$ cat src/rtl/multi_timer_pkg.sv
// Shared constants for the multi-channel tick generator: clock default, standard rates
// and the channel roles used by the CHIP-8 core.
`ifndef CLOCK_SPEED
`define CLOCK_SPEED 50_000_000
`endif

package multi_timer_pkg;

   localparam int unsigned CLOCK_HZ_DEF = `CLOCK_SPEED;
   localparam int unsigned CPU_HZ       = 500;
   localparam int unsigned TICK_60HZ    = 60;

   // Channel roles: instruction pacing and the 60 Hz delay/sound decrement.
   localparam int unsigned CH_CPU  = 0;
   localparam int unsigned CH_60HZ = 1;

endpackage

$ cat src/rtl/multi_timer_if.sv
// Config bus, per-channel controls and tick outputs of multi_timer.
// The master side (CPU/debugger) drives controls; the slave (timer) returns ticks/status.
interface multi_timer_if #(
   parameter int NUM_CH = 2,
   parameter int CNT_W  = 32,
   parameter int CH_W   = 1
);
   logic              cfg_we;
   logic [CH_W-1:0]   cfg_ch;
   logic [CNT_W-1:0]  cfg_div;
   logic [NUM_CH-1:0] ch_en;
   logic [NUM_CH-1:0] ch_oneshot;
   logic [NUM_CH-1:0] restart;
   logic [NUM_CH-1:0] tick;
   logic [NUM_CH-1:0] ch_active;

   modport master (
      output cfg_we, cfg_ch, cfg_div, ch_en, ch_oneshot, restart,
      input  tick, ch_active
   );

   modport slave (
      input  cfg_we, cfg_ch, cfg_div, ch_en, ch_oneshot, restart,
      output tick, ch_active
   );
endinterface

$ cat src/rtl/multi_timer_tick_channel.sv
// One tick channel: divisor register, down-counter, armed flag, registered tick.
// Tick rises d cycles after a restart edge; no backpressure, ticks are single-cycle pulses.
module tick_channel #(
   parameter int              CNT_W       = 32,
   parameter logic [CNT_W-1:0] DEF_DIV_VAL = '0
) (
   input  logic             clk,
   input  logic             rst_n,
   input  logic             div_we,
   input  logic [CNT_W-1:0] div_wdat,
   input  logic             en,
   input  logic             oneshot,
   input  logic             restart,
   output logic             tick,
   output logic             active
);
   function automatic logic [CNT_W-1:0] eff_div(input logic [CNT_W-1:0] v);
      return (v == '0) ? CNT_W'(1) : v;
   endfunction

   localparam logic [CNT_W-1:0] RST_CNT = eff_div(DEF_DIV_VAL) - CNT_W'(1);

   logic [CNT_W-1:0] div_q;
   logic [CNT_W-1:0] cnt_q, cnt_nxt;
   logic             armed_q, armed_nxt;
   logic             tick_nxt;

   always_comb begin
      cnt_nxt   = cnt_q;
      armed_nxt = armed_q;
      tick_nxt  = 1'b0;
      if (restart) begin
         // A divisor written in the same cycle applies to this reload.
         cnt_nxt   = (div_we ? eff_div(div_wdat) : eff_div(div_q)) - CNT_W'(1);
         armed_nxt = 1'b1;
      end else if (en && armed_q) begin
         if (cnt_q == '0) begin
            tick_nxt = 1'b1;
            cnt_nxt  = eff_div(div_q) - CNT_W'(1);
            if (oneshot) armed_nxt = 1'b0;
         end else begin
            cnt_nxt = cnt_q - CNT_W'(1);
         end
      end
   end

   always_ff @(posedge clk or negedge rst_n) begin
      if (!rst_n) begin
         div_q   <= DEF_DIV_VAL;
         cnt_q   <= RST_CNT;
         armed_q <= 1'b1;
         tick    <= 1'b0;
      end else begin
         if (div_we) div_q <= div_wdat;
         cnt_q   <= cnt_nxt;
         armed_q <= armed_nxt;
         tick    <= tick_nxt;
      end
   end

   assign active = armed_q;
endmodule

$ cat src/rtl/multi_timer.sv
// Multi-channel programmable tick generator; each channel ticks every max(div,1) cycles.
// Outputs are registered, one cycle per tick; no backpressure, cfg writes always accepted.
module multi_timer
   import multi_timer_pkg::*;
#(
   parameter int unsigned CLOCK_HZ = CLOCK_HZ_DEF,
   parameter int          NUM_CH   = 2,
   parameter int          CNT_W    = 32,
   parameter int          CH_W     = (NUM_CH > 1) ? $clog2(NUM_CH) : 1,
   parameter logic [NUM_CH*CNT_W-1:0] DEF_DIV =
      {CNT_W'(CLOCK_HZ / TICK_60HZ), CNT_W'(CLOCK_HZ / CPU_HZ)}
) (
   input logic           clk,
   input logic           rst_n,
   multi_timer_if.slave  bus
);
   for (genvar i = 0; i < NUM_CH; i++) begin : g_ch
      // Out-of-range channel selects match no channel and are dropped.
      logic div_we;
      assign div_we = bus.cfg_we && (bus.cfg_ch == CH_W'(i));

      tick_channel #(
         .CNT_W       (CNT_W),
         .DEF_DIV_VAL (DEF_DIV[i*CNT_W +: CNT_W])
      ) u_ch (
         .clk      (clk),
         .rst_n    (rst_n),
         .div_we   (div_we),
         .div_wdat (bus.cfg_div),
         .en       (bus.ch_en[i]),
         .oneshot  (bus.ch_oneshot[i]),
         .restart  (bus.restart[i]),
         .tick     (bus.tick[i]),
         .active   (bus.ch_active[i])
      );
   end
endmodule

$ cat src/flat_wrapper.sv
// flat-port wrapper written by rule: the top's interface ports become plain ports
module multi_timer_flat import multi_timer_pkg::*;
#(
   parameter int unsigned CLOCK_HZ = CLOCK_HZ_DEF,
   parameter int          NUM_CH   = 2,
   parameter int          CNT_W    = 32,
   parameter int          CH_W     = (NUM_CH > 1) ? $clog2(NUM_CH) : 1,
   parameter logic [NUM_CH*CNT_W-1:0] DEF_DIV =
      {CNT_W'(CLOCK_HZ / TICK_60HZ), CNT_W'(CLOCK_HZ / CPU_HZ)}
)
  (clk, rst_n, bus_cfg_we, bus_cfg_ch, bus_cfg_div, bus_ch_en, bus_ch_oneshot, bus_restart, bus_tick, bus_ch_active);
  multi_timer_if #(.NUM_CH(NUM_CH), .CNT_W(CNT_W), .CH_W(CH_W)) bus_i ();
  input logic clk;
  input logic rst_n;
  input wire logic [$bits(bus_i.cfg_we)-1:0] bus_cfg_we;
  input wire logic [$bits(bus_i.cfg_ch)-1:0] bus_cfg_ch;
  input wire logic [$bits(bus_i.cfg_div)-1:0] bus_cfg_div;
  input wire logic [$bits(bus_i.ch_en)-1:0] bus_ch_en;
  input wire logic [$bits(bus_i.ch_oneshot)-1:0] bus_ch_oneshot;
  input wire logic [$bits(bus_i.restart)-1:0] bus_restart;
  output wire logic [$bits(bus_i.tick)-1:0] bus_tick;
  output wire logic [$bits(bus_i.ch_active)-1:0] bus_ch_active;
  assign bus_i.cfg_we = bus_cfg_we;
  assign bus_i.cfg_ch = bus_cfg_ch;
  assign bus_i.cfg_div = bus_cfg_div;
  assign bus_i.ch_en = bus_ch_en;
  assign bus_i.ch_oneshot = bus_ch_oneshot;
  assign bus_i.restart = bus_restart;
  assign bus_tick = bus_i.tick;
  assign bus_ch_active = bus_i.ch_active;
  multi_timer #(.CLOCK_HZ(CLOCK_HZ), .NUM_CH(NUM_CH), .CNT_W(CNT_W), .CH_W(CH_W), .DEF_DIV(DEF_DIV)) u_core (.clk(clk), .rst_n(rst_n), .bus(bus_i));
endmodule
$ cat config.mk
export PLATFORM = sky130hd
export DESIGN_NAME = multi_timer_flat
export DESIGN_NICKNAME = d
export VERILOG_FILES = /design/src/rtl/multi_timer_pkg.sv /design/src/rtl/multi_timer_if.sv /design/src/rtl/multi_timer_tick_channel.sv /design/src/rtl/multi_timer.sv /design/src/flat_wrapper.sv
export SDC_FILE = /design/constraint.sdc
export NUM_CORES = 1
export LEC_CHECK = 0
export CAP_MARGIN = 20
export CORE_MARGIN = 5
export CORE_UTILIZATION = 40
export DETAILED_ROUTE_END_ITERATION = 10
export PLACE_DENSITY_LB_ADDON = 0.25
export REMOVE_ABC_BUFFERS = 1
export SLEW_MARGIN = 20
export SYNTH_ARGS = -nofsm -noshare
export SYNTH_HDL_FRONTEND = slang
export SYNTH_SLANG_ARGS = --single-unit
$ cat constraint.sdc
create_clock -name clk -period 4.1 [get_ports clk]
set_input_delay 0.82 -clock clk [delete_from_list [all_inputs] [get_ports clk]]
set_output_delay 0.82 -clock clk [all_outputs]
set_load 0.05 [all_outputs]
======== Yosys cells after proc, flatten, opt, wreduce, memory -nomap -nowiden ========
Index checks and enable logic that the tools add are counted.
word-level totals
  register bits after elaboration ......... 132
  output and inout port bits .............. 4
  logic and storage cells ................. 57
operators by class
  add/subtract/negate cells ............... 6
  muxes and demuxes ....................... 25
  bitwise operators ....................... 1
  reduce and logical (&&, ||, !) cells .... 17
operators by type and width
  kind                                                count
  two-way mux 32 bit                                  11
  subtractor 32 x 1 -> 32 bit, second input constant  6
  zero test 32 bit                                    5
  two-way mux 1 bit                                   14
  nonzero test 2 bit                                  6
  AND reduction 3 bit                                 2
  logical AND 1 bit                                   4
  NOT 1 bit                                           1

======== Depth between registers and ports, before layout ========
  word-level depth ........................ 6
  gate-level depth with buffers ........... 15
  depth with buffers taken out ............ 12

======== By module ========
Synthesis repeated with hierarchy kept, for this count alone.
second synthesis, totals
  cells, all modules ...................... 944
  area, all modules ....................... 8846.0 sq um
modules (own cells, without submodules)
  module                               instances  cells each  area an instance (sq um)
  tick_channel at u_core.g_ch[1].u_ch  1          471         4419.2
  tick_channel at u_core.g_ch[0].u_ch  1          471         4410.5
  multi_timer                          1          2           16.3

======== Least setup slack after synthesis ========
Ideal clock, no wire load.
  kind .................................... input-to-reg
  start ................................... input port bus_cfg_ch
  end ..................................... register u_core.g_ch[1].u_ch.cnt_q[30]
  arrival time ............................ 3650 ps
  setup slack ............................. 368 ps
  stages .................................. 14
  path buffers ............................ 4
  cells stage by stage .................... buf_2 nand2_1 buf_2 buf_2 buf_2 nand2_1 o32ai_1 or2_2 ha_1 o211ai_1 nor4_4 nand3_1 or3_1 a31oi_1
between the ends
  word-level cells in the longest chain between the ends .. 4
ends and longest elaborated chain
  item                         RTL line                        RTL
  start: declaration           flat_wrapper.sv:16              input wire logic [$bits(bus_i.cfg_ch)-1:0] bus_cfg_ch;
  logical AND 1 bit            multi_timer.sv:20               assign div_we = bus.cfg_we && (bus.cfg_ch == CH_W'(i));
  two-way mux 32 bit           multi_timer_tick_channel.sv:34  cnt_nxt = (div_we ? eff_div(div_wdat) : eff_div(div_q)) - CNT_W'(1);
  subtractor 32 x 1 -> 32 bit  multi_timer_tick_channel.sv:34
  two-way mux 32 bit           multi_timer_tick_channel.sv:32  if (restart) begin
  end signal: assignment       multi_timer_tick_channel.sv:55  cnt_q <= cnt_nxt;
  end: declaration             multi_timer_tick_channel.sv:24  logic [CNT_W-1:0] cnt_q, cnt_nxt;
Every way passes these cells.
A chain may end at the register's enable or synchronous reset.

======== Worst setup path after layout ========
  start ................................... input port bus_cfg_ch
  end ..................................... register u_core.g_ch[0].u_ch.cnt_q[22]
between the ends
  word-level cells in the longest chain between the ends .. 5
ends and longest elaborated chain
  item                         RTL line
  NOT 1 bit                    multi_timer.sv:20
  logical AND 1 bit            multi_timer.sv:20
  two-way mux 32 bit           multi_timer_tick_channel.sv:34
  subtractor 32 x 1 -> 32 bit  multi_timer_tick_channel.sv:34
  two-way mux 32 bit           multi_timer_tick_channel.sv:32
  end signal: assignment       multi_timer_tick_channel.sv:55
  end: declaration             multi_timer_tick_channel.sv:24
Every way passes these cells.

==> impl_metrics.toml <==
[power]
switchingPower_mw = 1.44
p_seq_share_pct = 39.7
internal-power_mw = 3.13
ir_worst_vdd_uv = 338
p_clk_share_pct = 37.4
leakagePower_nw = 4.09
p_total_mw = 4.57
p_sw_share_pct = 31.4
pwr-share-comb_pct = 23.0
power.density_mw_per_mm2 = 448

[cts]
postCtsSetupBuffers = 0
cts_buffers = 17
clock_path_buffers = 2
cts_max_level = 4
clk_pin_slew_ps = 60
numClockSinks = 132
clk_latency_ps = 430
holdBufCountCts = 0
cts_resized = 0
cts_root_buf = "clkbuf_16"
cts_tree = "done"

[timing]
hold_viol = 0
maxClockFrequency_ghz = 0.270
setup_ws_ps = 392
maxSlewHeadroom_pct = 31.2
slew_viol_final = 0
finClkSkew_ps = 8.97
min_period_over_period_pct = 90.4
final.min_clock_period_ps = 3710
rsz0062_at_grt = "false"
setup_viol = 0
tightest_slew_ps = 1030

[logic_synthesis]
syn_area_mm2 = 0.00840
yosysTopAreaCell = "dfrtp_1"
synth-edff-count = 0
synth_area_leaders = "dfrtp_1 (27%), dfstp_2 (13%), mux2_2 (5.6%), nand2_1 (5.2%), nor2_1 (4.2%)"
avgSynthCellArea_um2 = 8.79
syn_inst = 956
yosys.area.top_type_share_pct = 27.1
seq_area_frac_synth_pct = 39.9
synth.most_common_cell = "nand2_1"
ys_warn_count = 0
async_flop_share_pct = 100
ys_top_cells_by_count = "nand2_1 (117), nor2_1 (93), dfrtp_1 (91)"
synth-seq-cells = 132
ys.flop_type = "dfrtp_1"
synth_cell_types = 72

[floorplan]
core_area_mm2 = 0.0208
die_area_mm2 = 0.0240
row_count = 53
die_y_um = 155
die_x_um = 155
start_util_pct = 40.4
io_pins = 46

[flow_run]
drv_cap = 0

[place]
hpwl_um = 21000
place_congestion = 0.924
pre_cts_ws_ps = -39.0
io_buffers = 45
place_area_mm2 = 0.00954

[finish]
area.growth.synth_to_final_pct = 21.3
antenna_cells = 0
final_nets = 1083
postLayoutCellArea_mm2 = 0.0102
drive_gt1_share_pct = 22.1
fillers = 2032

[drt]
initialDrtViolationCount = 614
via_per_inst = 5.89
wl_um = 27700
firstDrtPassIters = 5
via_count = 7811
wl_per_cell_um = 20.9
drc_errors = 0
ant_nets = 0

[critical_path]
crit_chain = "clkdlybuf4s50_1, buf_4, nor2b_4, buf_4, nand2_1, nand2_1, o21bai_1, ha_1, inv_1, a211oi_1, nand4_1, buf_4, nor4_1, buf_4, xnor2_1, a21oi_1"
path_buf_inv = 6
cp_slowest_cell = "clkdlybuf4s50_1"
path_delay_family = "buffers and inverters"
required_ps = 4380
critPathMaxFanout = 17
max_stage_delay_ps = 540
cp-start-kind = "input pin"
cp.arrival_ps = 3990
worstSetupPathType = "in2reg"
cpMostUsedCell = "buf_4"
endpoint_kind = "register"

[outcome]
outcome = "finished, final reports clean"

[min_path]
hp-class = "in2async"

[global_routing]
grt_max_degree = 79
antenna_found_initial = 1
gr-total-overflow = 0
track_usage_pct = 23.3
grt_pass1_vias = 7648
grt_pass1_wl_um = 43800
power groups by stage:
stage / Combinational (mW) / Sequential [mW] / Clock (mW)
floorplan: 0.676 / 1.72 / 0
global placement: 1.02 / 1.82 / 0
detailed placement: 1.04 / 1.82 / 0
CTS: 1.04 / 1.80 / 1.73
global route: 1.16 / 1.83 / 1.78
finish: 1.05 / 1.81 / 1.71
through the flow:
stage / TNS [ps] / hold slack (ps) / cells / utilization [%]
CTS: 0 / 464 / 1327 / 49.0
global placement: 0 / 470 / 1295 / 45.8
global route: 0 / 501 / 1327 / 49.0
detailed placement: -55.0 / 477 / 1295 / 45.8
finish: 0 / 441 / 1327 / 49.0
floorplan: -143 / 454 / 894 / -
path summary, 6_finish.rpt:
check	slack, ps	end	depth (start not counted)	startpoint
min	440	u_core.g_ch[0].u_ch.div_q[3]	1	rst_n
min reg2reg	490	u_core.g_ch[0].u_ch.div_q[9]	2	u_core.g_ch[0].u_ch.div_q[9]
max in group asynchronous	2850	u_core.g_ch[1].u_ch.div_q[19]	2	rst_n
max reg2reg	580	u_core.g_ch[0].u_ch.cnt_q[31]	9	u_core.g_ch[0].u_ch.cnt_q[21]
min in group clk	490	u_core.g_ch[0].u_ch.div_q[9]	2	u_core.g_ch[0].u_ch.div_q[9]
max	390	u_core.g_ch[0].u_ch.cnt_q[22]	16	bus_cfg_ch
sequential cells by signal, indices dropped and copies added, names as in the netlist:
name and flops:
u_core.g_ch.u_ch.active 2, u_core.g_ch.u_ch.cnt_q 64, u_core.g_ch.u_ch.div_q 64, u_core.g_ch.u_ch.tick 2
cells in the final DEF (no fill, tap or decap), types with 7 or more instances in the layout:
master           instances
a211o_1                 11
a211oi_1                12
a21o_1                  11
a21oi_1                 53
a311oi_1                 7
a31oi_1                 27
and4_1                   8
buf_4                   80
clkbuf_16               17
clkdlybuf4s50_1         42
dfrtp_1                 91
dfstp_2                 41
inv_1                   21
mux2_2                  42
mux2i_1                 18
nand2_1                117
nand2b_1                 7
nand3_1                 22
nand4_1                 21
nor2_1                  93
nor3_1                  28
nor4_1                  48
o211ai_1                 9
o21ai_0                 42
o21bai_1                 8
o31ai_1                 10
or2_2                   10
or4_1                    8
xnor2_1                 21
xor2_1                  12
area by class of cell:
type,instances,area [µm²],share of cell area (%)
tap,275,344,3.38
sequential,132,3350,32.9
clock buffer,19,443,4.35
timing repair buffer,126,1060,10.4
inverter,21,78.8,0.773
clock inverter,13,206,2.03
multi-input combinational,741,4700,46.2
cells by family after synthesis:
family / Yosys count / share of synthesized area [%]
mux: 62 / 8.13
xor+xnor: 33 / 3.44
fa+ha+maj: 2 / 0.298
flops: 132 / 39.9
simple gates: 403 / 24.4
buf+inv: 83 / 4.26
compound gates: 241 / 19.6
layer usage:
metal  part of all wire (%)  vias up  track usage [%]
met3                    5.9       64             4.59
met4                    3.2        2             8.75
met1                     45     3726             31.8
li1                       -     3719                -
met5                  0.025        -                0
met2                     46      300             36.6
No activity file was read; power rests on OpenSTA's default activity.
